$ cat src/rtl/add_arbiter_pkg.sv
// add_arbiter_pkg: shared definitions for the round-robin arbitrated adder.
//   - state_e  : controller states (IDLE -> ADD -> RESP)
//   - OPW      : operand width (8)
//   - RESW     : result width including carry-out (9)
//   - wrap_add : modular increment used by the round-robin search
package add_arbiter_pkg;

    localparam int OPW  = 8;
    localparam int RESW = 9;

    typedef enum logic [1:0] {
        ST_IDLE = 2'd0,
        ST_ADD  = 2'd1,
        ST_RESP = 2'd2
    } state_e;

    // (base + inc) mod n, valid for base < n and inc < n
    function automatic int wrap_add(input int base, input int inc, input int n);
        int s;
        s = base + inc;
        if (s >= n) begin
            s = s - n;
        end else begin
            s = s;
        end
        return s;
    endfunction

endpackage

$ cat src/rtl/add_unit.sv
// add_unit: registered 8-bit adder with carry-in, one-cycle latency.
// Ports:
//   clk, rst_n : clock, asynchronous active-low reset
//   en_i       : load a new result this cycle
//   a_i, b_i   : 8-bit operands
//   cin_i      : carry-in
//   sum_o      : registered {carry, sum}, held while en_i is low
module add_unit
    import add_arbiter_pkg::*;
(
    input  logic            clk,
    input  logic            rst_n,
    input  logic            en_i,
    input  logic [OPW-1:0]  a_i,
    input  logic [OPW-1:0]  b_i,
    input  logic            cin_i,
    output logic [RESW-1:0] sum_o
);

    logic [RESW-1:0] sum_q;

    // Result register: widened add so the carry-out lands in bit 8
    always_ff @(posedge clk or negedge rst_n) begin
        if (!rst_n) begin
            sum_q <= {RESW{1'b0}};
        end else if (en_i) begin
            sum_q <= RESW'(a_i) + RESW'(b_i) + RESW'(cin_i);
        end else begin
            sum_q <= sum_q;
        end
    end

    assign sum_o = sum_q;

endmodule

$ cat src/rtl/add_arbiter.sv
// add_arbiter: NREQ requesters share one registered 8-bit adder. One
// operation is in flight at a time: a round-robin grant in IDLE latches the
// winner's operands, ADD registers the sum, RESP holds the result until the
// consumer accepts it.
// Ports:
//   clk, rst_n           : clock, asynchronous active-low reset
//   req_valid/req_ready  : per-requester handshake (req_ready one-hot)
//   req_a, req_b         : packed 8-bit operands, requester i at [8i+7:8i]
//   req_chain            : (ADD_ARBITER_CARRY_CHAIN_EN only) use the
//                          requester's stored carry as carry-in
//   rsp_valid/rsp_ready  : result handshake
//   rsp_id, rsp_sum      : owner and {carry, sum} of the result
// Configuration macro: ADD_ARBITER_CARRY_CHAIN_EN adds per-requester carry
// registers for multi-byte additions; without it carry-in is always 0.
module add_arbiter
    import add_arbiter_pkg::*;
#(
    parameter int NREQ = 4,
    parameter int IDW  = 2
)(
    input  logic               clk,
    input  logic               rst_n,
    input  logic [NREQ-1:0]    req_valid,
    input  logic [NREQ*OPW-1:0] req_a,
    input  logic [NREQ*OPW-1:0] req_b,
`ifdef ADD_ARBITER_CARRY_CHAIN_EN
    input  logic [NREQ-1:0]    req_chain,
`endif
    output logic [NREQ-1:0]    req_ready,
    output logic               rsp_valid,
    output logic [IDW-1:0]     rsp_id,
    output logic [RESW-1:0]    rsp_sum,
    input  logic               rsp_ready
);

    state_e          state_q;
    logic [IDW-1:0]  ptr_q;
    logic [IDW-1:0]  ptr_d;
    logic [OPW-1:0]  op_a_q;
    logic [OPW-1:0]  op_b_q;
    logic [IDW-1:0]  op_id_q;
    logic            rsp_valid_q;
    logic            cin_s;
    logic            win_found_s;
    logic [IDW-1:0]  win_idx_s;
    logic [IDW-1:0]  cand_s;
    logic            hs_s;

    // Round-robin search: first valid requester at or after ptr_q, wrapping
    always_comb begin
        win_found_s = 1'b0;
        win_idx_s   = {IDW{1'b0}};
        cand_s      = {IDW{1'b0}};
        for (int k = 0; k < NREQ; k++) begin
            cand_s = IDW'(wrap_add(int'(ptr_q), k, NREQ));
            if (!win_found_s && req_valid[cand_s]) begin
                win_found_s = 1'b1;
                win_idx_s   = cand_s;
            end else begin
                win_found_s = win_found_s;
            end
        end
    end

    // Grant is combinational in IDLE; gated by rst_n so reset forces it low
    always_comb begin
        req_ready = {NREQ{1'b0}};
        hs_s      = 1'b0;
        ptr_d     = IDW'(wrap_add(int'(win_idx_s), 1, NREQ));
        if (rst_n && (state_q == ST_IDLE) && win_found_s) begin
            req_ready[win_idx_s] = 1'b1;
            hs_s                 = 1'b1;
        end else begin
            hs_s = 1'b0;
        end
    end

    // Controller: IDLE -> ADD on grant handshake, ADD -> RESP, RESP -> IDLE on accept
    always_ff @(posedge clk or negedge rst_n) begin
        if (!rst_n) begin
            state_q     <= ST_IDLE;
            ptr_q       <= {IDW{1'b0}};
            op_a_q      <= {OPW{1'b0}};
            op_b_q      <= {OPW{1'b0}};
            op_id_q     <= {IDW{1'b0}};
            rsp_valid_q <= 1'b0;
        end else begin
            case (state_q)
                ST_IDLE: begin
                    if (hs_s) begin
                        op_a_q  <= req_a[int'(win_idx_s)*OPW +: OPW];
                        op_b_q  <= req_b[int'(win_idx_s)*OPW +: OPW];
                        op_id_q <= win_idx_s;
                        ptr_q   <= ptr_d;
                        state_q <= ST_ADD;
                    end else begin
                        state_q <= ST_IDLE;
                    end
                    rsp_valid_q <= 1'b0;
                end
                ST_ADD: begin
                    state_q     <= ST_RESP;
                    rsp_valid_q <= 1'b1;
                end
                ST_RESP: begin
                    if (rsp_ready) begin
                        state_q     <= ST_IDLE;
                        rsp_valid_q <= 1'b0;
                    end else begin
                        state_q     <= ST_RESP;
                        rsp_valid_q <= 1'b1;
                    end
                end
                default: begin
                    state_q     <= ST_IDLE;
                    rsp_valid_q <= 1'b0;
                end
            endcase
        end
    end

`ifdef ADD_ARBITER_CARRY_CHAIN_EN
    logic [NREQ-1:0] carry_q;
    logic            cin_q;

    // Carry-in chosen at grant time; a requester's carry is updated when its result is accepted
    always_ff @(posedge clk or negedge rst_n) begin
        if (!rst_n) begin
            carry_q <= {NREQ{1'b0}};
            cin_q   <= 1'b0;
        end else begin
            if (hs_s) begin
                cin_q <= req_chain[win_idx_s] & carry_q[win_idx_s];
            end else begin
                cin_q <= cin_q;
            end
            if ((state_q == ST_RESP) && rsp_ready) begin
                carry_q[op_id_q] <= rsp_sum[RESW-1];
            end else begin
                carry_q <= carry_q;
            end
        end
    end

    assign cin_s = cin_q;
`else
    assign cin_s = 1'b0;
`endif

    add_unit u_add_unit (
        .clk   (clk),
        .rst_n (rst_n),
        .en_i  (state_q == ST_ADD),
        .a_i   (op_a_q),
        .b_i   (op_b_q),
        .cin_i (cin_s),
        .sum_o (rsp_sum)
    );

    assign rsp_valid = rsp_valid_q;
    assign rsp_id    = op_id_q;

endmodule

$ cat config.mk
export PLATFORM = sky130hd
export DESIGN_NAME = add_arbiter
export DESIGN_NICKNAME = d
export VERILOG_FILES = /design/src/rtl/add_arbiter_pkg.sv /design/src/rtl/add_unit.sv /design/src/rtl/add_arbiter.sv
export SDC_FILE = /design/constraint.sdc
export NUM_CORES = 1
export LEC_CHECK = 0
export BUFFER_PORTS_ARGS = -buffer_cell sky130_fd_sc_hd__buf_2
export CAP_MARGIN = 20
export CORE_MARGIN = 4
export CORE_UTILIZATION = 44
export DETAILED_ROUTE_END_ITERATION = 7
export PLACE_DENSITY = 0.82
export SKIP_LAST_GASP = 1
export SYNTH_ARGS = -nofsm -noshare
export SYNTH_HDL_FRONTEND = slang
export SYNTH_SLANG_ARGS = --single-unit
export TNS_END_PERCENT = 20
$ cat constraint.sdc
create_clock -name clk -period 2.2 [get_ports clk]
set_clock_uncertainty 0.05 [all_clocks]
set_input_delay 0.11 -clock clk [delete_from_list [all_inputs] [get_ports clk]]
set_output_delay 0.11 -clock clk [all_outputs]
set_load 0.01 [all_outputs]
==> out/results.tsv <==
stage	metric	value	unit
worst_setup_path	crit_buf_inv	0	
logic_synthesis	synth_commonest_cells	dfrtp_1 (32), nand2_1 (24), o21ai_0 (20), mux2i_1 (18), nor3b_1 (18)	
sta	hold_viol	0	
power	power_density	1241	mW/mm2
layout	fin_nets	407	
clock_tree	cts_tree	built	
global_route	grt_usage	19.08	%
worst_setup_path	ff2ff_path_depth	7	
worst_setup_path	worstSetupPathType	reg2reg	
route	vias	2158	
logic_synthesis	synth_warnings	0	
clock_tree	cts_inserted_buffers	5	
worst_setup_path	cp_max_fo	2	
clock_tree	worstSkewPairLatency	0.29	ns
route	drc	0	
layout	drive_gt1_share	35.08	%
flow_run	maxCapViolCount	0	
sta	whs	0.06894	ns
route	wl_per_cell	15.05	um
sta	fin_ws	-0.01857	ns
sta	setup_viol	1	
layout	num-fill-cells	439	
status	outcome	finished with violations	
min_path	holdPathEnd	state_q[1]	
floorplan	coreArea	0.004817	mm2
floorplan	io_pins	87	
logic_synthesis	synth_top_area_share	36.02	%
layout	final_area	0.002848	mm2
floorplan	initial_core_util	46.16	%
min_path	hp-start	rsp_ready	
worst_setup_path	cp_data_required_time	2.32	ns
worst_setup_path	crit_path_cell_trace	ha_1, fa_1, a21o_1, a21oi_1, o21ai_0, and3b_1, o41a_1	
logic_synthesis	ys_seq_elements	32	
layout	synthToLayoutAreaGrowth	28.08	%
worst_setup_path	path_delay_family	compound AO/OA/AOI/OAI gates	
route	dr.pass1.iters	4	
sta	worst_pin_slew	0.6172	ns
sta	rsz0062_at_grt	true	
floorplan	die_w	79.09	um
worst_setup_path	worstSetupStartpoint	op_a_q[0]	
floorplan	rows	25	
route	drtIter0Drc	127	
logic_synthesis	ys_async_sr_fraction	100.0	%
global_route	grt_antenna_before_repair	0	
logic_synthesis	syn-cell-area	0.002223	mm2
sta	finalCritPeriodShare	100.8	%
global_route	grt_start_max_net_pins	37	
logic_synthesis	synth_cells	234	
placement	hpwl	4607	um
logic_synthesis	ys_top_cells_by_area	dfrtp_1 (36%), mux2i_1 (8.1%), o221ai_1 (6.3%)	
clock_tree	clkSinkCount	32	
placement	gp_congestion	0.8016	
worst_setup_path	cp_slowest_cell	fa_1	
worst_setup_path	reg2reg_slack	-0.02	ns
clock_tree	clockBufferDepth	2	
logic_synthesis	syn-num-nets	317	
logic_synthesis	synth.distinct_cells	43	
worst_setup_path	end_kind	flip-flop	
clock_tree	root_buffer	clkbuf_8	
global_route	globalRoute.totalOverflow	0	
placement	placed_area	0.002740	mm2
route	ant_nets	0	
clock_tree	h-tree-depth	2	
sta	slew_headroom	58.85	%
global_route	grt_pass1_wl	9370	um
sta	slew_viol_final	0	
placement	port_buffers	86	
floorplan	dieHeight	79.09	um
status	failed_checks	setup timing	
logic_synthesis	synth_most_common_cell	dfrtp_1	
floorplan	die_area	0.006254	mm2
worst_setup_path	r2r-start	op_a_q[0]	
logic_synthesis	synth_edf_count	0	
clock_tree	post_cts_buffers	0	
logic_synthesis	synth_top_area_cell	dfrtp_1	
clock_tree	clk_pin_slew	0.07	ns
sta	fmax	450.7	MHz
layout	antenna_cells	0	
power	ir_drop	0.0005006	V
logic_synthesis	yosysSeqAreaShare	36.02	%
power	p_leak	0.001386	uW
min_path	hold_class	in2reg	
route	viasPerCell	5.505	
sta	period_minus_slack	2.219	ns
route	finalWirelength	5898	um
worst_setup_path	crit_path_start_kind	flip-flop	
logic_synthesis	synth_ff_type	dfrtp_1	
worst_setup_path	slowest_delay	0.41	ns
logic_synthesis	syn_area_per_cell	9.502	um2
worst_setup_path	arrival	2.34	ns
min_path	worstHoldPathCells	3	
sta	tns	-0.01857	ns
global_route	grt_pass1_vias	2081	
worst_setup_path	reg2reg_to	u_add_unit.sum_o[8]	
-- worst max-delay path by stage --
stage / slack, ns / depth (start not counted) / endpoint
after floorplan: 0.09 / 7 / u_add_unit.sum_o[8]
after global placement: 0.06 / 7 / u_add_unit.sum_o[8]
after detailed placement: -0.03 / 5 / op_b_q[0]
after CTS: -0.02 / 7 / u_add_unit.sum_o[8]
after global routing: -0.08 / 7 / u_add_unit.sum_o[8]
final: -0.02 / 7 / u_add_unit.sum_o[8]
-- timing repair --
| item | 4_1_cts | 5_1_grt |
|---|---|---|
| endpoints found under the setup margin | 10 | 3 |
| hold buffers | 1 | 0 |
| hold endpoints to repair | 32 | 0 |
| resized for setup | 1 | 1 |
-- worst register-to-register path: cells and delay by family (launching register included) --
kind	cells	cell delay, ns
DFF	1	0.39
and+or+nand+nor	1	0.21
AOI/OAI and AO/OA	4	0.81
adders and majority gates	2	0.64
-- sequential cells by signal (all words and copies together), names as in the netlist --
name and cells:
op_a_q 8, op_b_q 8, ptr_q 2, rsp_id 2
rsp_valid 1, state_q 2, u_add_unit.sum_o 9
-- metrics by stage --
step                      total power [uW]  util [%]  instances  setup slack (ns)
after detailed placement              3060     56.88        383          -0.02823
final                                 3535     59.12        392          -0.01857
after global placement                3002     56.88        383           0.06051
after global routing                  3863     59.12        392          -0.08081
after CTS                             3555     59.01        392          -0.01920
after floorplan                       2499         -        234           0.09246
-- per-layer routing --
metal / share of wire, % / track usage (%) / vias up
li1: - / - / 1048
met1: 44 / 25.16 / 1013
met2: 47 / 30.13 / 86
met3: 6.7 / 3.515 / 11
met4: 2.6 / 9.107 / 0
met5: 0 / 0 / -
-- cells in the final DEF, fill, tap and decap left out, types with 2 or more instances in the layout --
cell      netlist  layout
buf_2           7      86
dfrtp_1        32      32
nand2_1        24      24
o21ai_0        20      20
mux2i_1        18      18
nor3b_1        18      18
o21a_1         17      17
o221ai_1       16      16
nor2_1         12      11
ha_1           11      11
buf_4           0      11
clkbuf_8        0       6
mux2_2          5       5
inv_1           4       4
a21oi_1         4       4
nand2b_1        3       3
xnor2_1         3       3
nor2b_1         3       3
a211oi_1        2       2
and3_1          2       2
nor3_1          2       2
o31ai_1         2       2
clkbuf_1        6       2
-- logic make-up after synthesis --
family | count (synthesis) | synth area share [%]
xor gates and xnor gates | 3 | 1.182
muxes | 23 | 10.64
AOI/OAI and AO/OA | 72 | 23.18
buffers and inverters | 20 | 4.445
adders and majority gates | 12 | 7.091
DFF | 32 | 36.02
and+or+nand+nor | 72 | 17.45
-- area by class of cell --
type,count,area [um2],area share (%)
clock buffer,8,90.09,3.163
multi-input combinational,182,1331,46.75
timing repair buffer,98,523.0,18.37
tap,67,83.83,2.944
inverter,5,18.77,0.6591
sequential,32,800.8,28.12
-- power by group --
group	total, uW	internal (uW)	switching, uW
combinational	2010	922	1090
clock	473	255	218
sequential	1050	874	180
Power figures use the tool's default switching activity.
